File: config.mk
export PLATFORM = sky130hd
export DESIGN_NAME = frv_rvfi_trace
export DESIGN_NICKNAME = d
export VERILOG_FILES = /design/src/rtl/frv_rvfi_trace.sv
export SDC_FILE = /design/constraint.sdc
export NUM_CORES = 1
export LEC_CHECK = 0
export CORE_AREA = 2 2 325 327
export DETAILED_ROUTE_END_ITERATION = 7
export DIE_AREA = 0 0 327 329
export GPL_TIMING_DRIVEN = 1
export MAX_ROUTING_LAYER = met4
export PLACE_DENSITY = 0.46
export SLEW_MARGIN = 20
export SYNTH_ARGS = -nofsm -noshare
export SYNTH_HDL_FRONTEND = slang
export SYNTH_SLANG_ARGS = --single-unit
File: constraint.sdc
create_clock -name g_clk -period 5.5 [get_ports g_clk]
set_input_delay 0.825 -clock g_clk [delete_from_list [all_inputs] [get_ports g_clk]]
set_output_delay 0.825 -clock g_clk [all_outputs]
set_load 0.01 [all_outputs]
File: src/rtl/frv_rvfi_trace.sv
// frv_rvfi_trace: registers one RVFI trace record per retired instruction.
// It numbers the records and tracks trap/handler-entry/halt state.
// Optional feature macro: RVFI_WIDE_WRITEBACK_EN traces 64-bit register-pair
// writebacks. When it is undefined, rvfi_rd_wide and rvfi_rd_wdatahi stay zero.
module frv_rvfi_trace #(
  parameter int unsigned XLEN = 32
) (
  input  logic              g_clk,
  input  logic              g_resetn,
  input  logic              ret_valid,
  input  logic [31:0]       ret_insn,
  input  logic [XLEN-1:0]   ret_pc,
  input  logic [XLEN-1:0]   ret_npc,
  input  logic              ret_trap,
  input  logic [4:0]        ret_rs1_addr,
  input  logic [4:0]        ret_rs2_addr,
  input  logic [4:0]        ret_rs3_addr,
  input  logic [4:0]        ret_rd_addr,
  input  logic [XLEN-1:0]   ret_rs1_data,
  input  logic [XLEN-1:0]   ret_rs2_data,
  input  logic [XLEN-1:0]   ret_rs3_data,
  input  logic [XLEN-1:0]   ret_rd_data,
  input  logic              ret_rd_wide,
  input  logic [XLEN-1:0]   ret_rd_datahi,
  input  logic [XLEN-1:0]   ret_mem_addr,
  input  logic [XLEN-1:0]   ret_mem_wdata,
  input  logic [XLEN-1:0]   ret_mem_rdata,
  input  logic [XLEN/8-1:0] ret_mem_rmask,
  input  logic [XLEN/8-1:0] ret_mem_wmask,
  input  logic              ret_halt,
  output logic              rvfi_valid,
  output logic [63:0]       rvfi_order,
  output logic [31:0]       rvfi_insn,
  output logic              rvfi_trap,
  output logic              rvfi_halt,
  output logic              rvfi_intr,
  output logic [XLEN-1:0]   rvfi_pc_rdata,
  output logic [XLEN-1:0]   rvfi_pc_wdata,
  output logic [4:0]        rvfi_rs1_addr,
  output logic [4:0]        rvfi_rs2_addr,
  output logic [4:0]        rvfi_rs3_addr,
  output logic [XLEN-1:0]   rvfi_rs1_rdata,
  output logic [XLEN-1:0]   rvfi_rs2_rdata,
  output logic [XLEN-1:0]   rvfi_rs3_rdata,
  output logic [4:0]        rvfi_rd_addr,
  output logic [XLEN-1:0]   rvfi_rd_wdata,
  output logic              rvfi_rd_wide,
  output logic [XLEN-1:0]   rvfi_rd_wdatahi,
  output logic [XLEN-1:0]   rvfi_mem_addr,
  output logic [XLEN/8-1:0] rvfi_mem_rmask,
  output logic [XLEN/8-1:0] rvfi_mem_wmask,
  output logic [XLEN-1:0]   rvfi_mem_rdata,
  output logic [XLEN-1:0]   rvfi_mem_wdata
);

  typedef enum logic [1:0] {
    ST_RUN,
    ST_TRAPPED,
    ST_HALTED
  } state_t;

  state_t            r_state;
  state_t            w_state_nxt;
  logic              w_fire;
  logic [63:0]       r_order;
  logic [XLEN-1:0]   w_rd_wdata;
  logic [XLEN-1:0]   w_rd_wdatahi;
  logic              w_rd_wide;

  // Decide whether this retirement is accepted, and compute the next trace state.
  always_comb begin
    w_state_nxt = r_state;
    w_fire      = ret_valid && (r_state != ST_HALTED);
    if (w_fire) begin
      if (ret_halt)      w_state_nxt = ST_HALTED;
      else if (ret_trap) w_state_nxt = ST_TRAPPED;
      else               w_state_nxt = ST_RUN;
    end
  end

  // Writeback value: x0 and trapping instructions never report a register write.
  always_comb begin
    w_rd_wdata = ((ret_rd_addr == 5'd0) || ret_trap) ? '0 : ret_rd_data;
  end

`ifdef RVFI_WIDE_WRITEBACK_EN
  // High writeback word is reported only for a wide write to a real register.
  always_comb begin
    w_rd_wide    = ret_rd_wide;
    w_rd_wdatahi = (ret_rd_wide && (ret_rd_addr != 5'd0)) ? ret_rd_datahi : '0;
  end
`else
  logic w_unused_wide;

  // Wide writeback is not traced in this build.
  always_comb begin
    w_rd_wide     = 1'b0;
    w_rd_wdatahi  = '0;
    w_unused_wide = ret_rd_wide ^ (^ret_rd_datahi);
  end
`endif

  // State register and record counter.
  always_ff @(posedge g_clk) begin
    if (!g_resetn) begin
      r_state <= ST_RUN;
      r_order <= '0;
    end else begin
      r_state <= w_state_nxt;
      if (w_fire) r_order <= r_order + 64'd1;
    end
  end

  // Trace record register: fields update only on an accepted retirement and hold otherwise.
  always_ff @(posedge g_clk) begin
    if (!g_resetn) begin
      rvfi_valid      <= 1'b0;
      rvfi_order      <= '0;
      rvfi_insn       <= '0;
      rvfi_trap       <= 1'b0;
      rvfi_halt       <= 1'b0;
      rvfi_intr       <= 1'b0;
      rvfi_pc_rdata   <= '0;
      rvfi_pc_wdata   <= '0;
      rvfi_rs1_addr   <= '0;
      rvfi_rs2_addr   <= '0;
      rvfi_rs3_addr   <= '0;
      rvfi_rs1_rdata  <= '0;
      rvfi_rs2_rdata  <= '0;
      rvfi_rs3_rdata  <= '0;
      rvfi_rd_addr    <= '0;
      rvfi_rd_wdata   <= '0;
      rvfi_rd_wide    <= 1'b0;
      rvfi_rd_wdatahi <= '0;
      rvfi_mem_addr   <= '0;
      rvfi_mem_rmask  <= '0;
      rvfi_mem_wmask  <= '0;
      rvfi_mem_rdata  <= '0;
      rvfi_mem_wdata  <= '0;
    end else begin
      rvfi_valid <= w_fire;
      if (w_fire) begin
        rvfi_order      <= r_order;
        rvfi_insn       <= ret_insn;
        rvfi_trap       <= ret_trap;
        rvfi_halt       <= ret_halt;
        rvfi_intr       <= (r_state == ST_TRAPPED);
        rvfi_pc_rdata   <= ret_pc;
        rvfi_pc_wdata   <= ret_npc;
        rvfi_rs1_addr   <= ret_rs1_addr;
        rvfi_rs2_addr   <= ret_rs2_addr;
        rvfi_rs3_addr   <= ret_rs3_addr;
        rvfi_rs1_rdata  <= ret_rs1_data;
        rvfi_rs2_rdata  <= ret_rs2_data;
        rvfi_rs3_rdata  <= ret_rs3_data;
        rvfi_rd_addr    <= ret_trap ? 5'd0 : ret_rd_addr;
        rvfi_rd_wdata   <= w_rd_wdata;
        rvfi_rd_wide    <= w_rd_wide;
        rvfi_rd_wdatahi <= w_rd_wdatahi;
        rvfi_mem_addr   <= ret_mem_addr;
        rvfi_mem_rmask  <= ret_trap ? '0 : ret_mem_rmask;
        rvfi_mem_wmask  <= ret_trap ? '0 : ret_mem_wmask;
        rvfi_mem_rdata  <= ret_mem_rdata;
        rvfi_mem_wdata  <= ret_mem_wdata;
      end
    end
  end

endmodule

# [After elaboration in Yosys (flattened, before gate mapping)]
# Index checks and enable logic that the tools add are counted.
[op_classes] n_addsub=1 eq_ne=2 n_mux=6 reduce_logical=3
[op_table] cell="$add 64x1->64 const B" n=1
[op_table] cell="$mux 32" n=1
[op_table] cell="$mux 4" n=2
[op_table] cell="$logic_not 5->1" n=1
[op_table] cell="$mux 5" n=1
[op_table] cell="$eq 2x1->1 const B" n=1
[op_table] cell="$mux 2" n=1
[op_table] cell="$ne 2x2->1 const B" n=1
[op_table] cell="$logic_and 1x1->1" n=1
[op_table] cell="$logic_or 1x1->1" n=1
[op_table] cell="$mux 1" n=1
[word_totals] ff_bits=482 in_bits=386 output_inout_bits=449

# [Depth between registers and ports, before layout]
[depth] word_depth=3 depth_mapped=9

# [Worst setup path before layout]
# Ideal clock, no wire load.
[synth_path] kind="in2reg" startpoint="input port ret_valid" endpoint="register r_order[40]" t_arrival_ns=2.547 t_required_ns=5.430 setup_slack_ns=2.882 stages=7 n_path_buf=3 cell_sequence="clkbuf_1 > nand3_1 > or4_4 > buf_6 > buf_6 > or4_1 > a21oi_1"
[synth_between] elab_chain_len=1
[synth_rtl] element="start: declaration" line_no="10" text="input logic ret_valid,"
[synth_rtl] element="$logic_and 1x1->1" line_no="73" text="w_fire = ret_valid && (r_state != ST_HALTED);"
[synth_rtl] element="end signal: assignment" line_no="110" text="if (w_fire) r_order <= r_order + 64'd1;"
[synth_rtl] element="end: declaration" line_no="65" text="logic [63:0] r_order;"
# No other way between the ends.
# A chain may end at the register's enable or synchronous reset.

# [Final worst setup path]
[layout_path] startpoint="input port ret_valid" endpoint="register r_order[49]"
# The elaborated chain is that of the path after synthesis.

==> results.md <==
* Status: completed
* Initial antenna violation count at 21
* Hold-fix buffers, CTS at 0
* Max Fanout on Critical Path at 19
* Drt first pass iters at 5
* Pins Over Slew Limit at 0
* Critical Path RT at a little over 6 ns
* Area Growth Syn to Fin at 61.9%
* Average size of a mapped cell at ~8 µm²
* Post-Synth Adder-Cell Area at 0.0709%
* IO Pins at ~840
* Crit end category: flop
* Sequential element share of the synthesized area at 54.5%
* Most common cell after layout, fill and taps aside: nand2_1
* Worst slew pin tran at approximately 1.1 ns
* Period minus WS final at 2.87 ns
* First-pass GRT wire length at roughly 110,000 µm
* CTS Buf Count at 59
* Worst-Skew Late Latency at 0.65 ns
* Grt met2 use at a little under a quarter
* Met3 Use GR at roughly 4.6%
* Worst slew margin relative to its limit at between 20 and 30%
* Synth Cell Area at between 0.015 and 0.02 mm²
* Hpwl dp at around 57,000 µm
* Largest registers: r_order (64), rvfi_order (64)
* Die Y at 329 µm
* Max clock buf depth at 3
* Final estimated routing congestion in global placement at just under 0.8
* Final setup violating endpoints at 0
* Global-route usage over all layers at 14.2%
* Mux share of post-synthesis cell area at less than 1%
* Main synth FF type: dfxtp_1
* Hold Crit Start: rvfi_rd_wdata[12]
* Chip width at 327 µm
* CTS tree: yes
* Cells after Synth at 2,230
* DRC Markers at 0
* Post-route setup TNS at 0 ns
* Post-cts repair resize count at 0
* RSZ-0062 raised after global routing: no
* Vias per inst at approximately 4.0
* Reg-to-reg setup timing slack at roughly 2.8 ns
* Clk Tree Root Cell: clkbuf_16
* Post-synthesis simple-gate area fraction at between 20% and 30%
* DR WL/cell at between 15 and 20 µm
* Worst-path clk slew at roughly 0.060 ns
* Worst r2r path cells at 7
* Worst VDD drop at 0.000210 V
* Hold Vio Cnt, Final at 0
* Layout cells sized above 1 at 4.62%
* Critical path, cell by cell: clkdlybuf4s50_1 > and4_1 > nand3_1 > or4_1 > a21oi_1
* Worst hold path class: flop to flop
* Slowest stage delay, CP at roughly 0.7 ns
* Largest net degree at the start of global routing at approximately 140
* Total wire length at 78,800 µm
* Congestion Overflow GR at 0
* Clock skew after layout at around 0.018 ns
* Largest family of logic cells by synthesized area: simple AND/OR/NAND/NOR gates
* Vias in the first global route at approximately 17,000
* Worst Hold Depth at 2
* Post-synth EDFFs at 0
* Max-Cap Viols at 0
* Via count at 17,400
* Syn. warnings at 0
* DRT iter0 DRCs at between 900 and 1,000
* Row Count at about 120
* Met1 track demand over resource at between 10% and 20%
* Flops & latches, synth at ~480
* RR Startpoint: r_order[0]
* Initial Util at roughly 17%
* Final net count at around 3,300
* FF-to-FF End: r_order[56]
* Pwr Density at 308 mW/mm²
* Die Area at ~0.11 mm²
* Leak Pwr at between 9 and 10 nW
* Post-DRT Antenna Nets at 0
* Synth cell types at between 40 and 50
* Crit path buffers/inverters at 1
* Global route hottest layer: met2
* CP max stage cell: or4_1
* Total power at 8.81 mW
* Ys async rst share at 0%
* CP delay by family, top: simple AND/OR/NAND/NOR gates
* Final period util at between 50% and 60%
* Compound-Gate Fraction of Synth Area at 14.2%
* Worst Hold Path EP: rvfi_rd_wdata[12]
* XOR/XNOR share of the synthesized area at under 10%
* Core ar. at 0.104 mm²
* Kind of start point of the critical path: input pin
* Fill cells at around 11,000
* Arr. time, crit path at between 3 and 4 ns
* PortBufs at roughly 770
* WS Path Type: input pin to flop
* CTS H-tree lvls at 2
* Highest clock rate at about 350 MHz
* Commonest cells after routing, fill and taps aside: nand2_1, clkdlybuf4s50_1, dfxtp_1
* Clock sinks at 481
* Postcts setup bufs at 0
==> cells by family after synthesis <==
family | after synthesis
adder cells (fa/ha/maj) | 1
XOR/XNOR | 26
multiplexers | 2
buffers and inverters | 202
other | 1
flip-flops | 481
AO/OA/AOI/OAI | 485
AND/OR/NAND/NOR | 1032
==> metal layers <==
layer,part of all wire [%],wire length (µm)
met2,49,38400
met4,3.7,2890
met1,40,31800
met5,0,0
met3,7.2,5650
==> synthesized netlist by cell type, types with 10 or more instances <==
cell	n	area share, %
o31ai_1	19	0.81
xnor2_1	16	0.79
nand2_1	805	17
a21oi_1	446	13
dfxtp_1	481	55
nor4_1	12	0.43
buf_4	33	1.4
and3_1	22	0.78
nor2_1	55	1.2
o21ai_0	10	0.28
nand4_1	25	0.89
clkbuf_1	147	3.1
xor2_1	10	0.50
nand3_1	52	1.5
or4_1	23	0.98
==> worst register-to-register path, cell delays in order, from the launching register on <==
cell	delay, ns
dfxtp_1	0.41
ha_1	0.21
and4_1	0.29
nand3_1	0.09
buf_4	0.20
or4_4	0.69
or4_1	0.56
a21oi_1	0.15
==> layout make-up <==
class | count | area, µm² | share of cell area, %
clock buffers | 83 | 1700 | 5.94
diodes | 17 | 42.5 | 0.149
well taps | 1391 | 1740 | 6.09
flip-flops and latches | 481 | 9630 | 33.7
multi-input cells | 1579 | 7220 | 25.3
repair buffers | 796 | 8000 | 28.0
inverters | 5 | 26.3 | 0.0919
clock inverters | 24 | 229 | 0.801
==> where the power goes <==
part | switching, mW | total [mW] | internal, mW
clock | 1.65 | 3.93 | 2.28
combinational | 0.580 | 1.17 | 0.586
sequential | 0.0789 | 3.72 | 3.64
==> worst max-delay path by stage <==
stage / startpoint / endpoint / slack [ns] / cells after the start
2_1_floorplan: ret_valid / r_order[40] / 2.88 / 7
3_3_place_gp: ret_valid / r_order[47] / 1.97 / 5
3_5_place_dp: ret_valid / r_order[49] / 1.91 / 5
4_1_cts: ret_valid / r_order[49] / 2.61 / 5
5_1_grt: ret_valid / r_order[51] / 2.41 / 5
6_report: ret_valid / r_order[49] / 2.63 / 5
==> stage by stage <==
| step | utilization, % | instance area [µm²] | worst slack, ns | hold slack (ns) | cells |
|---|---|---|---|---|---|
| 2_1_floorplan | - | 17800 | 2.88 | 0.437 | 2262 |
| 6_report | 27.4 | 28600 | 2.63 | 0.449 | 4376 |
| 5_1_grt | 27.4 | 28600 | 2.41 | 0.462 | 4375 |
| 4_1_cts | 27.3 | 28500 | 2.61 | 0.451 | 4359 |
| 3_3_place_gp | 25.5 | 26600 | 1.97 | 0.439 | 4252 |
| 3_5_place_dp | 25.5 | 26600 | 1.91 | 0.442 | 4252 |
Note: power is estimated with default switching activity, not from simulation.
